**src/rtl/param_stack.sv**
```systemverilog
// Parametrised LIFO stack with status, error flags, a registered read strobe and replace-top.
// Build option STACK_STICKY_ERR_EN: overflow/underflow latch until reset instead of pulsing.
module param_stack #(
    parameter int DATA_W = 8,
    parameter int DEPTH  = 256,
    localparam int CNT_W = $clog2(DEPTH + 1)
) (
    input  logic              clk,
    input  logic              rst,
    input  logic [DATA_W-1:0] d_in,
    input  logic              push,
    input  logic              pop,
    input  logic              tos,
    output logic [DATA_W-1:0] d_out,
    output logic              valid_out,
    output logic              full,
    output logic              empty,
    output logic [CNT_W-1:0]  count,
    output logic              overflow,
    output logic              underflow
);

    localparam int AW = $clog2(DEPTH);
    localparam logic [CNT_W-1:0] DEPTH_C = CNT_W'(DEPTH);
    localparam logic [CNT_W-1:0] ONE_C   = CNT_W'(1);

    // Strobe protocol: push/pop/tos are single-cycle requests sampled on every
    // rising edge; there is no back-pressure. Results appear one cycle later and
    // valid_out is high for exactly the cycle in which d_out was refreshed.

    logic [DATA_W-1:0] mem_q [DEPTH];

    logic [CNT_W-1:0]  count_q, count_d;
    logic [DATA_W-1:0] d_out_q, d_out_d;
    logic              valid_q, valid_d;
    logic              ovf_q, ovf_d;
    logic              unf_q, unf_d;

    logic              is_empty, is_full;
    logic [CNT_W-1:0]  cnt_m1;
    logic [AW-1:0]     top_addr;
    logic [AW-1:0]     push_addr;
    logic [DATA_W-1:0] top_data;
    logic              mem_we;
    logic [AW-1:0]     mem_waddr;
    logic [DATA_W-1:0] mem_wdata;
    logic              ovf_evt, unf_evt;

    always_comb begin
        is_empty  = (count_q == '0);
        is_full   = (count_q == DEPTH_C);
        cnt_m1    = count_q - ONE_C;
        top_addr  = cnt_m1[AW-1:0];
        push_addr = count_q[AW-1:0];
        // Asynchronous array read: a push in one cycle is visible to a pop/tos in the next.
        top_data  = mem_q[top_addr];

        count_d   = count_q;
        d_out_d   = d_out_q;
        valid_d   = 1'b0;
        ovf_evt   = 1'b0;
        unf_evt   = 1'b0;
        mem_we    = 1'b0;
        mem_waddr = push_addr;
        mem_wdata = d_in;

        case ({push, pop})
            2'b00: begin
                if (tos) begin
                    if (is_empty) begin
                        unf_evt = 1'b1;
                    end else begin
                        d_out_d = top_data;
                        valid_d = 1'b1;
                    end
                end
            end
            2'b01: begin
                if (is_empty) begin
                    unf_evt = 1'b1;
                end else begin
                    d_out_d = top_data;
                    valid_d = 1'b1;
                    count_d = cnt_m1;
                end
            end
            2'b10: begin
                if (is_full) begin
                    ovf_evt = 1'b1;
                end else begin
                    mem_we  = 1'b1;
                    count_d = count_q + ONE_C;
                end
            end
            default: begin
                // Replace-top; on an empty stack the incoming word bypasses straight to d_out.
                valid_d = 1'b1;
                if (is_empty) begin
                    d_out_d = d_in;
                end else begin
                    d_out_d   = top_data;
                    mem_we    = 1'b1;
                    mem_waddr = top_addr;
                end
            end
        endcase

`ifdef STACK_STICKY_ERR_EN
        ovf_d = ovf_q | ovf_evt;
        unf_d = unf_q | unf_evt;
`else
        ovf_d = ovf_evt;
        unf_d = unf_evt;
`endif
    end

    always_ff @(posedge clk or posedge rst) begin
        if (rst) begin
            count_q <= '0;
            d_out_q <= '0;
            valid_q <= 1'b0;
            ovf_q   <= 1'b0;
            unf_q   <= 1'b0;
        end else begin
            count_q <= count_d;
            d_out_q <= d_out_d;
            valid_q <= valid_d;
            ovf_q   <= ovf_d;
            unf_q   <= unf_d;
        end
    end

    // Storage is deliberately left out of reset.
    always_ff @(posedge clk) begin
        if (mem_we) begin
            mem_q[mem_waddr] <= mem_wdata;
        end
    end

    assign d_out     = d_out_q;
    assign valid_out = valid_q;
    assign count     = count_q;
    assign full      = (count_q == DEPTH_C);
    assign empty     = (count_q == '0);
    assign overflow  = ovf_q;
    assign underflow = unf_q;

endmodule

```
**config.mk**
```make
export PLATFORM = sky130hd
export DESIGN_NAME = param_stack
export DESIGN_NICKNAME = d
export VERILOG_FILES = /design/src/rtl/param_stack.sv
export SDC_FILE = /design/constraint.sdc
export NUM_CORES = 2
export LEC_CHECK = 0
export CAP_MARGIN = 0
export CORE_MARGIN = 3
export CORE_UTILIZATION = 40
export CTS_BUF_LIST = sky130_fd_sc_hd__clkbuf_4
export CTS_CLUSTER_SIZE = 16
export DETAILED_ROUTE_END_ITERATION = 8
export GPL_TIMING_DRIVEN = 0
export HOLD_SLACK_MARGIN = 0.06
export PLACE_DENSITY_LB_ADDON = 0.08
export SLEW_MARGIN = 0
export SYNTH_ARGS = -nofsm -noshare
export SYNTH_HDL_FRONTEND = slang
export SYNTH_SLANG_ARGS = --single-unit
```
**constraint.sdc**
```tcl
create_clock -name clk -period 8.85 [get_ports clk]
set_clock_uncertainty 0.2 [all_clocks]
set_input_delay 0.885 -clock clk [delete_from_list [all_inputs] [get_ports clk]]
set_output_delay 0.885 -clock clk [all_outputs]
set_load 0.005 [all_outputs]
```
## Word level (Yosys, flattened, before mapping)

Memory sizes are Yosys's and may differ from the RTL's.
Index checks and enable logic that the tools add are counted.

- Register bits after elaboration: 20
- Bits in writable memories: 2048
- Input bits: 13
- Output and inout bits: 22
- Word-level logic and storage cells: 43
- Memories kept: 1

- Add/subtract/negate cells: 2
- Equality and inequality tests: 6
- Muxes and demuxes: 21
- Bitwise gates (word level): 1
- Reduce and logical (&&, ||, !) cells: 7

Memories:

| memory | words | bits a word | read ports | clocked after memory_dff | write ports | RTL line | RTL |
|---|---|---|---|---|---|---|---|
| mem_q | 256 | 8 | 1 | 0 | 1 | 31 | `logic [DATA_W-1:0] mem_q [DEPTH];` |

Operators with widths:

| cell | number |
|---|---|
| 2-to-1 mux 8 bit | 5 |
| case mux 8 bit (3 select lines) | 1 |
| 2-to-1 mux 9 bit | 2 |
| case mux 9 bit (2 select lines) | 1 |
| adder 9 x 1 -> 9 bit, second input constant | 1 |
| equality test 9 bit, second input constant | 1 |
| zero test 9 bit | 1 |
| 2-to-1 mux 1 bit | 9 |
| subtractor 9 x 1 -> 9 bit, second input constant | 1 |
| inequality test 2 bit, second input constant | 3 |
| case mux 1 bit (2 select lines) | 2 |
| case mux 1 bit (3 select lines) | 1 |
| AND reduction 3 bit | 1 |
| OR reduction 3 bit | 1 |
| equality test 2 x 1 -> 1 bit, second input constant | 1 |
| equality test 2 bit, second input constant | 1 |
| zero test 2 bit | 1 |
| AND reduction 2 bit | 1 |
| nonzero test 2 bit | 1 |
| OR reduction 2 bit | 1 |
| inverter 1 bit | 1 |

## Logic depth before layout (Yosys ltp)

- Depth in word-level cells: 5
- Gate-level depth with buffers: 22
- Mapped depth without buffers: 10

## Worst setup path after synthesis

Ideal clock, no wire load.

- Path type: register -> register
- Start point: register count_q[0], in the netlist count[0]
- End point: memory mem_q[114][0], enable pin
- Library setup time: 0.370 ns
- Arrival: 4.263 ns
- Required time: 8.280 ns
- Setup slack: 4.017 ns
- Stages on the path, launching flop included: 18
- Buffers on the path: 12
- Period minus slack after synthesis: 4.833 ns
- Path through: dfrtp_1 buf_4 buf_6 buf_4 inv_1 buf_2 buf_2 buf_1 ha_1 buf_2 buf_6 buf_2 buf_2 buf_1 o31ai_1 nand2_1 clkbuf_1 nor2_1

- Word-level cells in the longest chain between the ends: 5

RTL lines:

| item | RTL line | RTL |
|---|---|---|
| start: declaration | 33 | `logic [CNT_W-1:0] count_q, count_d;` |
| start signal: assignment | 125 | `count_q <= count_d;` |
| parallel branches: the longest is 5 deep, another holds subtractor 9 x 1 -> 9 bit | -- |  |
| end: declaration | 31 |  |

Parallel ways; which one is timed is not known.

## Final worst setup path

- Start point: register count_q[0], in the netlist count[0]
- End point: memory mem_q[130][1], enable pin

Same word-level chain as after synthesis.

==> impl_results.md <==
* Clk root buf: clkbuf_4
* Warnings, synthesis at 0
* Vias in the first global route at around 45000
* Syn Nets at roughly 4000
* Worst skew pair latency at ~1.4 ns
* Cell Count Post-Placement at 6669
* Worst ir drop on vdd at 0.213 mV
* Leakage Power at 29.8 nW
* Num CTS Buffers at 575
* Clk sinks at 2068
* Non-Filler Instances at ~7600
* Post-route setup slack at -0.329 ns
* Post-synth EDFFs at approximately 2000
* Most used routing layer: met2
* Fin. Hold Viols at 0
* Pwr per Cell Area at 379 nW/µm²
* Synth Flop Type: edfxtp_1
* Crit-path leading delay family: buffers and inverters
* Vias at 45280
* Buffers & Inverters on Critical Path at 12
* Remaining global-route overflow at 0
* Met2 GRT Util at 42.3%
* Max H-tree Level at 6
* Most frequent CP cell: buf_2
* Violations in the final reports: max-capacitance violations, max-slew violations, negative setup slack
* Met3 usage at around 7.4%
* First-pass GRT wire length at about 390000 µm
* Post-CTS Setup Repair Bufs at 0
* CP Capture Type: flop
* Layout net count at ~4600
* Initial core utilization at between 40% and 50%
* Share of the synthesized area in the top cell type at approximately three quarters
* Die area at around 210000 µm²
* Fmax achieved at approximately 0.11 GHz
* Tmin final at approximately 9 ns
* Critical path fanouts, max at 19
* RSZ-0062 raised after global routing: true
* Min-Delay Path Class: in -> reg
* Setup violations, final at 159
* Final Routed Wirelength at between 200000 and 300000 µm
* Critical path required time at between 9 and 10 ns
* Sequential element share of the synthesized area at 76.0%
* Placed instance area at approximately 86000 µm²
* Core area at 203000 µm²
* #FFs+latches synth at ~2100
* Place WS at -1.44 ns
* Async SR Flop Fraction at less than 1%
* WS Path Type: reg -> reg
* Slew Viols, Final at 8
* Design area at between 90000 and 100000 µm²
* Initial antenna violation count at 24
* CTS tree: built
* Largest area contributor in the netlist: edfxtp_1
* Relative slew slack at -3.06%
* CP max stage delay at 0.99 ns
* P&R area growth vs syn at 14.5%
* Worst EP arrival at roughly 10 ns
* Port Buffers at 33
* DR pass1 iterations at 6
* Crit path cell chain: buf_4 > buf_6 > buf_4 > inv_1 > buf_2 > buf_2 > clkdlybuf4s15_2 > ha_1 > buf_2 > buf_6 > buf_2 > buf_2 > o31ai_1 > nand2_1 > clkbuf_2 > nor2_1
* Routing usage on met1 at 37.6%
* Syn_area_per_cell at 20.7 µm²
* Critical Path Start Type: flop
* Status: complete, but fails checks
* Post-synthesis cell area at between 80000 and 90000 µm²
* Placed wire-length estimate at roughly 200000 µm
* Wire length per cell at between 30 and 40 µm
* Worst slew pin tran at ~1.5 ns
* Ports at 35
* Hold Slack at around 0.25 ns
* Site row count at between 150 and 200
* Die Y at around 460 µm
* Die W at roughly 460 µm
* Final GP Congestion at just under 1
* Share of cells above drive strength 1 at about a third
* Final ANT Viol Nets at 0
* CP max-delay cell: nor2_1
* MaxCap Viol Count at 1
* Total power at between 30 and 40 mW
* Largest net degree at the start of global routing at between 100 and 150
* Post-Syn Instances at between 3000 and 4000
* Period utilization at 104%
* First DRT Iteration DRCs at a little over 6000
* Worst-path clk slew at around 0.070 ns
* DRC violations left at 0
* Via density at approximately 6
* Synth cell types at 73
* Gr usage total at 27.9%
* Maximum clock insertion buffer count at 4
* Top cells by area, synth: edfxtp_1 (75%), mux4_2 (14%), nor2_1 (1.4%), mux2i_1 (1.2%), nand2_1 (1.1%)
## layout make-up
class,count,area [µm²]
Clock inverter,112,733
Multi-Input combinational cell,1630,18400
Timing Repair Buffer,67,1030
Inverter,12,45.0
Tap cell,2672,3340
Clock buffer,836,6280
Fill cell,17522,109000
Buffer,228,1520
Sequential cell,2068,62000
Antenna cell,11,27.5
## logic make-up (layout without fill, tap and decap cells)
kind of cell | count (synthesis) | after routing | share of synthesized area [%]
AND/OR/NAND/NOR | 723 | 723 | 3.80
flip-flops | 2068 | 2068 | 76.0
XOR/XNOR | 13 | 13 | 0.163
buffers and inverters | 242 | 1255 | 1.86
other | 0 | 11 | 0
adder cells (fa/ha/maj) | 3 | 3 | 0.0460
AO/OA/AOI/OAI | 268 | 268 | 2.35
multiplexers | 623 | 623 | 15.8
## final timing paths
check / from / end / slack (ns) / depth (start not counted)
min in group asynchronous: rst / underflow$_DFF_PP0_ / 0.42 / 3
setup / recovery: count[0]$_DFFE_PP0P_ / mem_q[130][1]$_DFFE_PP_ / -0.33 / 16
setup reg to reg: count[0]$_DFFE_PP0P_ / mem_q[130][1]$_DFFE_PP_ / -0.33 / 16
max in group asynchronous: rst / count[1]$_DFFE_PP0P_ / 7.30 / 3
hold reg to reg: count[8]$_DFFE_PP0P_ / count[8]$_DFFE_PP0P_ / 0.49 / 2
hold / removal: tos / underflow$_DFF_PP0_ / 0.25 / 3
## cells in the final DEF (no fill, tap or decap), types with 11 or more instances in the layout
master,Yosys,routed
a21oi_1,37,37
a221oi_1,26,26
a22oi_1,30,30
a31oi_1,12,12
a32oi_1,16,16
and3_1,19,19
buf_12,9,13
buf_16,0,15
buf_2,77,71
buf_4,35,42
buf_6,25,26
buf_8,4,15
bufinv_16,0,11
clkbuf_1,69,49
clkbuf_2,0,18
clkbuf_4,1,839
clkdlybuf4s50_1,0,25
clkinv_1,0,74
clkinv_2,0,12
dfrtp_1,20,20
diode_2,0,11
edfxtp_1,2048,2048
inv_1,11,11
inv_2,1,14
mux2i_1,96,96
mux4_1,28,28
mux4_2,491,491
nand2_1,246,236
nand3_1,57,57
nand4_1,19,19
nor2_1,308,224
nor2_2,3,62
nor2_4,0,25
nor3_1,22,22
o211ai_1,14,14
o21ai_0,39,36
o21ai_1,12,14
o22ai_1,11,11
o2bb2ai_1,14,14
## Yosys cell counts, types with 7 or more instances
| cell type | instances |
|---|---|
| o31ai_1 | 7 |
| edfxtp_1 | 2048 |
| a32oi_1 | 16 |
| dfrtp_1 | 20 |
| o32ai_1 | 8 |
| buf_6 | 25 |
| nand2_1 | 246 |
| or4_1 | 9 |
| buf_4 | 35 |
| o21ai_1 | 12 |
| o21ai_0 | 39 |
| buf_1 | 10 |
| mux2i_1 | 96 |
| nor3_1 | 22 |
| nand3_1 | 57 |
| a22oi_1 | 30 |
| clkbuf_1 | 69 |
| o211ai_1 | 14 |
| xnor2_1 | 10 |
| o2bb2ai_1 | 14 |
| a31oi_1 | 12 |
| a221oi_1 | 26 |
| buf_12 | 9 |
| mux4_1 | 28 |
| nand4_1 | 19 |
| mux4_2 | 491 |
| nor2_1 | 308 |
| inv_1 | 11 |
| a22o_1 | 10 |
| and3_1 | 19 |
| a21oi_1 | 37 |
| buf_2 | 77 |
| o22ai_1 | 11 |
| mux2_2 | 8 |
## where the power goes
group          switching [mW]  internal [mW]  total [mW]  leakage, nW
combinational            10.6           5.17        15.8         6.92
clock                    4.01           4.62        8.63         4.22
sequential             0.0972           10.9        11.0         18.6
total                    14.7           20.7        35.4         29.8
## registers in the layout, indices dropped and copies added, names as in the netlist
name	cells
overflow	1
d_out	8
valid_out	1
mem_q	2048
count	9
underflow	1
## metrics by stage
step	util (%)	setup TNS (ns)
6_report	46.1	-19.83
5_1_grt	46.1	-1.33
4_1_cts	46.1	0
3_5_place_dp	42.4	-1222.14
3_3_place_gp	42.1	-4785.79
2_1_floorplan	-	0
## worst reg2reg max path, stage by stage, from the launching register on
cell and delay (ns):
dfrtp_1 0.44, buf_4 0.28, buf_6 0.24, buf_4 0.28, inv_1 0.30, buf_2 0.57
buf_2 0.60, clkdlybuf4s15_2 0.58, ha_1 0.43, buf_2 0.28, buf_6 0.24, buf_2 0.41
buf_2 0.55, o31ai_1 0.77, nand2_1 0.80, clkbuf_2 0.79, nor2_1 1.01
## layer usage
layer / part of all wire, % / vias to the layer above
met2: 46 / 2487
li1: - / 17999
met1: 40 / 24217
met5: 0.0092 / -
met3: 8.9 / 573
met4: 4.9 / 4
## repair_timing
| action | CTS | global route |
|---|---|---|
| hold buffers | 10 | 0 |
| endpoints found under the hold margin | 1187 | 0 |
| pin swaps | 0 | 0 |
| setup endpoints to repair | 1764 | 36 |
| resized for setup | 131 | 0 |
No activity file was read; power rests on OpenSTA's default activity.
